[src/rtl/life_grid_engine.sv]
// life_grid_engine: Conway's Game of Life (B3/S23) engine over a ROWS x COLS grid.
// All cells are evolved in parallel in one clock. A small IDLE/RUN/HALT
// controller handles continuous and single-step evolution.
// Cell (r,c) is stored at bit (ROWS-1-r)*COLS+(COLS-1-c), so row 0 is the
// most significant group of bits.
// Optional build macro: LIFE_LFSR_EN adds a ROWS*COLS-bit Galois LFSR that
// lfsr_begin can copy into the grid. Without the macro, lfsr_begin does nothing.
module life_grid_engine #(
  parameter int ROWS  = 8,
  parameter int COLS  = 8,
  parameter int GEN_W = 16
) (
  input  logic                 clk,
  input  logic                 reset,
  input  logic                 start,
  input  logic                 step,
  input  logic                 load,
  input  logic                 lfsr_begin,
  input  logic                 wrap_en,
  input  logic [ROWS*COLS-1:0] seed,
  output logic [ROWS*COLS-1:0] grid_evolve,
  output logic [GEN_W-1:0]     gen_count,
  output logic                 running,
  output logic                 stable,
  output logic                 extinct
);

  localparam int N = ROWS * COLS;

  typedef enum logic [1:0] {
    S_IDLE = 2'd0,
    S_RUN  = 2'd1,
    S_HALT = 2'd2
  } state_t;

  state_t           state_q, state_d;
  logic [N-1:0]     grid_q, grid_d;
  logic [GEN_W-1:0] gen_q, gen_d;
  logic             stable_q, stable_d;
  logic             extinct_q, extinct_d;
  logic [N-1:0]     next_grid;
  logic             lfsr_load;
  logic [N-1:0]     lfsr_value;

  // Flat bit position of cell (r,c).
  function automatic int cell_idx(input int r, input int c);
    return (ROWS - 1 - r) * COLS + (COLS - 1 - c);
  endfunction

  // Read a neighbour. The row and column may be one step outside the grid.
  // On a torus the indices wrap. Otherwise any cell outside the grid is dead.
  function automatic logic cell_at(input logic [N-1:0] g, input int r,
                                   input int c, input logic wrap);
    int   rr;
    int   cc;
    logic in_grid;
    in_grid = (r >= 0) && (r < ROWS) && (c >= 0) && (c < COLS);
    rr      = (r + ROWS) % ROWS;
    cc      = (c + COLS) % COLS;
    return (in_grid || wrap) ? g[cell_idx(rr, cc)] : 1'b0;
  endfunction

  // Per-cell neighbour count and B3/S23 rule, built for every cell in parallel.
  for (genvar gi = 0; gi < ROWS; gi++) begin : g_row
    for (genvar gj = 0; gj < COLS; gj++) begin : g_col
      logic [3:0] nbr_cnt;
      logic       alive;

      assign alive = grid_q[cell_idx(gi, gj)];

      // Sum the eight surrounding cells.
      always_comb begin
        nbr_cnt = 4'd0;
        for (int dr = -1; dr <= 1; dr++) begin
          for (int dc = -1; dc <= 1; dc++) begin
            if (!(dr == 0 && dc == 0)) begin
              nbr_cnt = nbr_cnt + {3'b000, cell_at(grid_q, gi + dr, gj + dc, wrap_en)};
            end
          end
        end
      end

      assign next_grid[cell_idx(gi, gj)] =
        alive ? ((nbr_cnt == 4'd2) || (nbr_cnt == 4'd3)) : (nbr_cnt == 4'd3);
    end
  end

`ifdef LIFE_LFSR_EN
  // This is a fixed two-tap mask (top two bits). It is not guaranteed to give
  // a maximal-length sequence for every grid size.
  localparam logic [N-1:0] LFSR_TAPS = {2'b11, {(N-2){1'b0}}};

  logic [N-1:0] lfsr_q, lfsr_d;

  // Galois right-shift step. The output bit feeds back through the tap mask.
  always_comb begin
    lfsr_d = {1'b0, lfsr_q[N-1:1]} ^ (lfsr_q[0] ? LFSR_TAPS : {N{1'b0}});
  end

  // The LFSR runs freely every cycle and restarts from all-ones on reset.
  always_ff @(posedge clk) begin
    if (reset) begin
      lfsr_q <= {N{1'b1}};
    end else begin
      lfsr_q <= lfsr_d;
    end
  end

  assign lfsr_load  = lfsr_begin;
  assign lfsr_value = lfsr_q;
`else
  logic unused_lfsr_begin;
  assign unused_lfsr_begin = lfsr_begin;
  assign lfsr_load         = 1'b0;
  assign lfsr_value        = {N{1'b0}};
`endif

  // Next-state logic. Priority is load, then LFSR load, then state-driven
  // evolution.
  always_comb begin
    state_d   = state_q;
    grid_d    = grid_q;
    gen_d     = gen_q;
    stable_d  = stable_q;
    extinct_d = extinct_q;

    if (load || lfsr_load) begin
      grid_d    = load ? seed : lfsr_value;
      gen_d     = '0;
      stable_d  = 1'b0;
      extinct_d = load ? (seed == '0) : (lfsr_value == '0);
      state_d   = S_IDLE;
    end else begin
      unique case (state_q)
        S_IDLE: begin
          if (start) begin
            state_d = S_RUN;
          end else if (step) begin
            if (next_grid == grid_q) begin
              stable_d = 1'b1;
            end else begin
              grid_d    = next_grid;
              gen_d     = (gen_q == '1) ? gen_q : gen_q + GEN_W'(1);
              stable_d  = 1'b0;
              extinct_d = (next_grid == '0);
            end
          end
        end
        S_RUN: begin
          if (!start) begin
            state_d = S_IDLE;
          end else if (next_grid == grid_q) begin
            stable_d = 1'b1;
            state_d  = S_HALT;
          end else begin
            grid_d    = next_grid;
            gen_d     = (gen_q == '1) ? gen_q : gen_q + GEN_W'(1);
            stable_d  = 1'b0;
            extinct_d = (next_grid == '0);
            if (next_grid == '0) begin
              state_d = S_HALT;
            end
          end
        end
        S_HALT: begin
          if (!start) begin
            state_d = S_IDLE;
          end
        end
        default: state_d = S_IDLE;
      endcase
    end
  end

  // State registers. Reset overrides every input, including an evolution in progress.
  always_ff @(posedge clk) begin
    if (reset) begin
      state_q   <= S_IDLE;
      grid_q    <= '0;
      gen_q     <= '0;
      stable_q  <= 1'b0;
      extinct_q <= 1'b1;
    end else begin
      state_q   <= state_d;
      grid_q    <= grid_d;
      gen_q     <= gen_d;
      stable_q  <= stable_d;
      extinct_q <= extinct_d;
    end
  end

  assign grid_evolve = grid_q;
  assign gen_count   = gen_q;
  assign running     = (state_q == S_RUN);
  assign stable      = stable_q;
  assign extinct     = extinct_q;

endmodule

[config.mk]
export PLATFORM = sky130hd
export DESIGN_NAME = life_grid_engine
export DESIGN_NICKNAME = d
export VERILOG_FILES = /design/src/rtl/life_grid_engine.sv
export SDC_FILE = /design/constraint.sdc
export NUM_CORES = 1
export LEC_CHECK = 0
export ABC_CLOCK_PERIOD_IN_PS = 9600
export BUFFER_PORTS_ARGS = -buffer_cell sky130_fd_sc_hd__buf_2
export CELL_PAD_IN_SITES_DETAIL_PLACEMENT = 0
export CELL_PAD_IN_SITES_GLOBAL_PLACEMENT = 1
export CORE_ASPECT_RATIO = 0.6
export CORE_UTILIZATION = 40
export CTS_BUF_LIST = sky130_fd_sc_hd__clkbuf_2
export CTS_CLUSTER_SIZE = 8
export DETAILED_ROUTE_END_ITERATION = 8
export PLACE_DENSITY_LB_ADDON = 0.15
export SLEW_MARGIN = 0
export SYNTH_ARGS = -nofsm -noshare
export SYNTH_HDL_FRONTEND = slang
export SYNTH_SLANG_ARGS = --single-unit
[constraint.sdc]
create_clock -name clk -period 9.6 [get_ports clk]
set_input_delay 0.48 -clock clk [delete_from_list [all_inputs] [get_ports clk]]
set_output_delay 0.48 -clock clk [all_outputs]
set_load 0.1 [all_outputs]
==> flow_metrics.py <==
metrics = {
    "outcome": {
        "status": "finished with violations",
        "violations": "capacitance limit",
    },
    "floorplanning": {
        "die_w_um": 270,
        "rows": 58,
        "pin_count": 154,
        "core_sq_mm": 0.0422,
        "die_h_um": 163,
        "initial_core_util": 0.409,
        "die_area_sq_mm": 0.0441,
    },
    "grt": {
        "grt_max_degree": 70,
        "busiest_layer": "met1",
        "grt_pass1_vias": 15700,
        "grt_usage": 0.397,
        "grt_pass1_wl_um": 120000,
        "overflow": 0,
        "globalRouteMet2Util": 0.517,
        "grtUsageMet1": 0.572,
        "met3_usage": 0.187,
        "antenna_found_initial": 4,
    },
    "logic_synthesis": {
        "synth_top_area_cell": "fa_1",
        "ys_seq_elements": 84,
        "avgSynthCellArea_sq_um": 8.75,
        "synth_top_cells_by_count": "inv_1, fa_1, ha_1",
        "syn_nets": 2495,
        "syn_inst": 1975,
        "yosysSeqAreaShare": 0.0973,
        "synth_area_leaders": "fa_1, ha_1, dfxtp_1, inv_1, mux2i_1",
        "synth_ff_type": "dfxtp_1",
        "synth_top_area_share": 0.294,
        "syn_area_sq_mm": 0.0173,
        "synth_edf_count": 0,
        "synth_warnings": 0,
        "synth_async_sr_flop_share": 0,
        "synth_cell_type_count": 80,
        "yosysMostFrequentCell": "inv_1",
    },
    "route": {
        "dr.first_iter.drc_count": 2254,
        "drc": 0,
        "drt-total-wl_um": 87100,
        "drt-pass1-iter-count": 6,
        "wire_per_inst_um": 31.7,
        "via_per_inst": 6.07,
        "antenna_left": 0,
        "num_vias": 16700,
    },
    "pwr": {
        "switching_share": 0.632,
        "pwr-share-clk": 0.053,
        "combPwrFrac": 0.847,
        "switching_power_mw": 2.94,
        "power.density_mw_per_mm2": 240,
        "ir_drop_v": 0.000117,
        "leakage_nw": 9.94,
        "p_int_mw": 1.71,
        "power_frac_seq": 0.100,
    },
    "cells_and_area": {
        "multiInputGateArea_sq_mm": 0.0141,
        "final_layout_size_suffix_gt1_frac": 0.110,
        "final_nets": 2694,
        "layoutNonFillerInstCount": 2751,
        "synthToLayoutAreaGrowth_pct": 12.2,
        "regArea_sq_mm": 0.00168,
        "fillers": 4249,
    },
    "sta": {
        "worstMarginPinSlew_ps": 1450,
        "finalCritPeriodShare": 0.797,
        "fin_skew_ps": 66.5,
        "fin_tns_setup_ps": 0,
        "slew_violations": 0,
        "hold_violations": 0,
        "relSlewSlack": 0.0252,
        "setup_viol": 0,
        "rsz0062_at_grt": "no",
        "period_minus_slack_ps": 7650,
        "max_freq_ghz": 0.131,
    },
    "placed_design": {
        "placed_cells": 2690,
        "port_buffers": 152,
        "dp_hpwl_um": 73300,
        "globalplace.congestion": 1.01,
    },
    "worst_setup_path": {
        "crit_fanout": 32,
        "slowest_delay_ps": 800,
        "critPathSlowestCell": "nor3_1",
        "worstPathArrival_ps": 8390,
        "required_ps": 10330,
        "path_common_cell": "fa_1",
        "cp-end-kind": "flip-flop",
        "path_cells": "inv_1, fa_1, fa_1, fa_1, inv_1, ha_1, fa_1, nand2b_1, o2111ai_1, nor4_1, nand4_1, or4_1, nor3_1, a31oi_4, buf_4, mux2_4, a211oi_1",
        "critPathKind": "flip-flop to flip-flop",
        "start_kind": "flip-flop",
    },
    "cts": {
        "cts_resized": 0,
        "cts_tree": "built",
        "clock_latency_ps": 800,
        "htree_levels": 3,
        "cts_root_buf": "clkbuf_2",
        "cts.sinks": 84,
        "clockBufferDepth": 2,
        "post-cts-setup-buffer-count": 0,
        "numCtsBuffers": 9,
        "clk_pin_slew_ps": 390,
    },
    "hold_path": {
        "hold_class": "primary input to flip-flop",
    },
    "run": {
        "drv_cap": 1,
    },
}
==> worst max-delay path, delay by kind of cell, from the launching register on <==
| kind | cells | cell delay (ps) |
|---|---|---|
| adder cells (fa/ha/maj) | 5 | 2300 |
| AO/OA/AOI/OAI | 3 | 690 |
| buffers and inverters | 3 | 910 |
| flip-flops | 1 | 740 |
| multiplexers | 1 | 380 |
| AND/OR/NAND/NOR | 5 | 2540 |
==> power groups by stage <==
| stage | logic (mW) | registers, mW | clock network [mW] |
|---|---|---|---|
| 6_report | 3.94 | 0.466 | 0.245 |
| 5_1_grt | 4.22 | 0.468 | 0.252 |
| 4_1_cts | 3.77 | 0.462 | 0.244 |
| 3_5_place_dp | 3.73 | 0.469 | 0 |
| 3_3_place_gp | 3.69 | 0.468 | 0 |
| 2_1_floorplan | 2.16 | 0.660 | 0 |
==> layout by cell type (no fill, tap or decap), drive strengths merged, types with 53 or more instances in the layout <==
cell type / netlist / final
o21ai: 53 / 53
ha: 195 / 195
inv: 346 / 351
a21oi: 119 / 119
buf: 10 / 184
dfxtp: 84 / 84
nand2: 118 / 118
fa: 254 / 254
mux2i: 66 / 66
nor2: 132 / 132
==> path summary, 6_finish.rpt <==
check                   from              to  slack, ps  depth (start not counted)
max          grid_evolve[41]  grid_evolve[9]       1950                         17
min                  seed[0]  grid_evolve[0]         30                          4
max reg2reg  grid_evolve[41]  grid_evolve[9]       1950                         17
min reg2reg           stable          stable        470                          2
==> metrics by stage <==
stage / hold WS [ps] / area [sq um] / power [mW] / worst slack, ps / utilization
after CTS: 2.17 / 19400 / 4.48 / 2250 / 0.459
after global routing: 3.06 / 19400 / 4.94 / 1860 / 0.459
final: 33.1 / 19400 / 4.65 / 1950 / 0.459
after global placement: 445 / 18900 / 4.16 / 2340 / 0.446
after floorplan: 482 / 17300 / 2.82 / 3260 / -
after detailed placement: 450 / 18900 / 4.20 / 2290 / 0.446
==> flip-flops by register name, summed over array words and instances (netlist names) <==
name,cells
grid_evolve,64
state_q,2
stable,1
gen_count,16
extinct,1
==> final cells by class <==
cell class | count | share of cell area
diodes | 2 | 0.000258
clock buffers | 9 | 0.00232
clock inverters | 7 | 0.00316
inverters | 346 | 0.0670
multi-input cells | 1506 | 0.729
flip-flops and latches | 84 | 0.0867
well taps | 570 | 0.0368
repair buffers | 227 | 0.0745
==> routing by layer <==
layer | share of wire | vias to the layer above
met4 | 0.027 | 2
met1 | 0.46 | 8444
met5 | 0.0017 | -
met2 | 0.37 | 867
li1 | - | 7270
met3 | 0.14 | 105
==> cell families (layout without fill, tap and decap cells) <==
| logic type | count (synthesis) | after routing | synth area share |
|---|---|---|---|
| AND/OR/NAND/NOR | 581 | 581 | 0.184 |
| adder cells (fa/ha/maj) | 449 | 449 | 0.435 |
| AO/OA/AOI/OAI | 404 | 404 | 0.156 |
| buffers and inverters | 385 | 589 | 0.0855 |
| flip-flops | 84 | 84 | 0.0973 |
| multiplexers | 70 | 70 | 0.0415 |
| XOR/XNOR | 2 | 2 | 0.00101 |
| other | 0 | 2 | 0 |
==> repair_timing <==
action / in CTS / in global routing
endpoints found under the hold margin: 43 / 0
hold buffers: 43 / 0
endpoints found under the setup margin: 0 / 0
No activity file was read; power rests on OpenSTA's default activity.
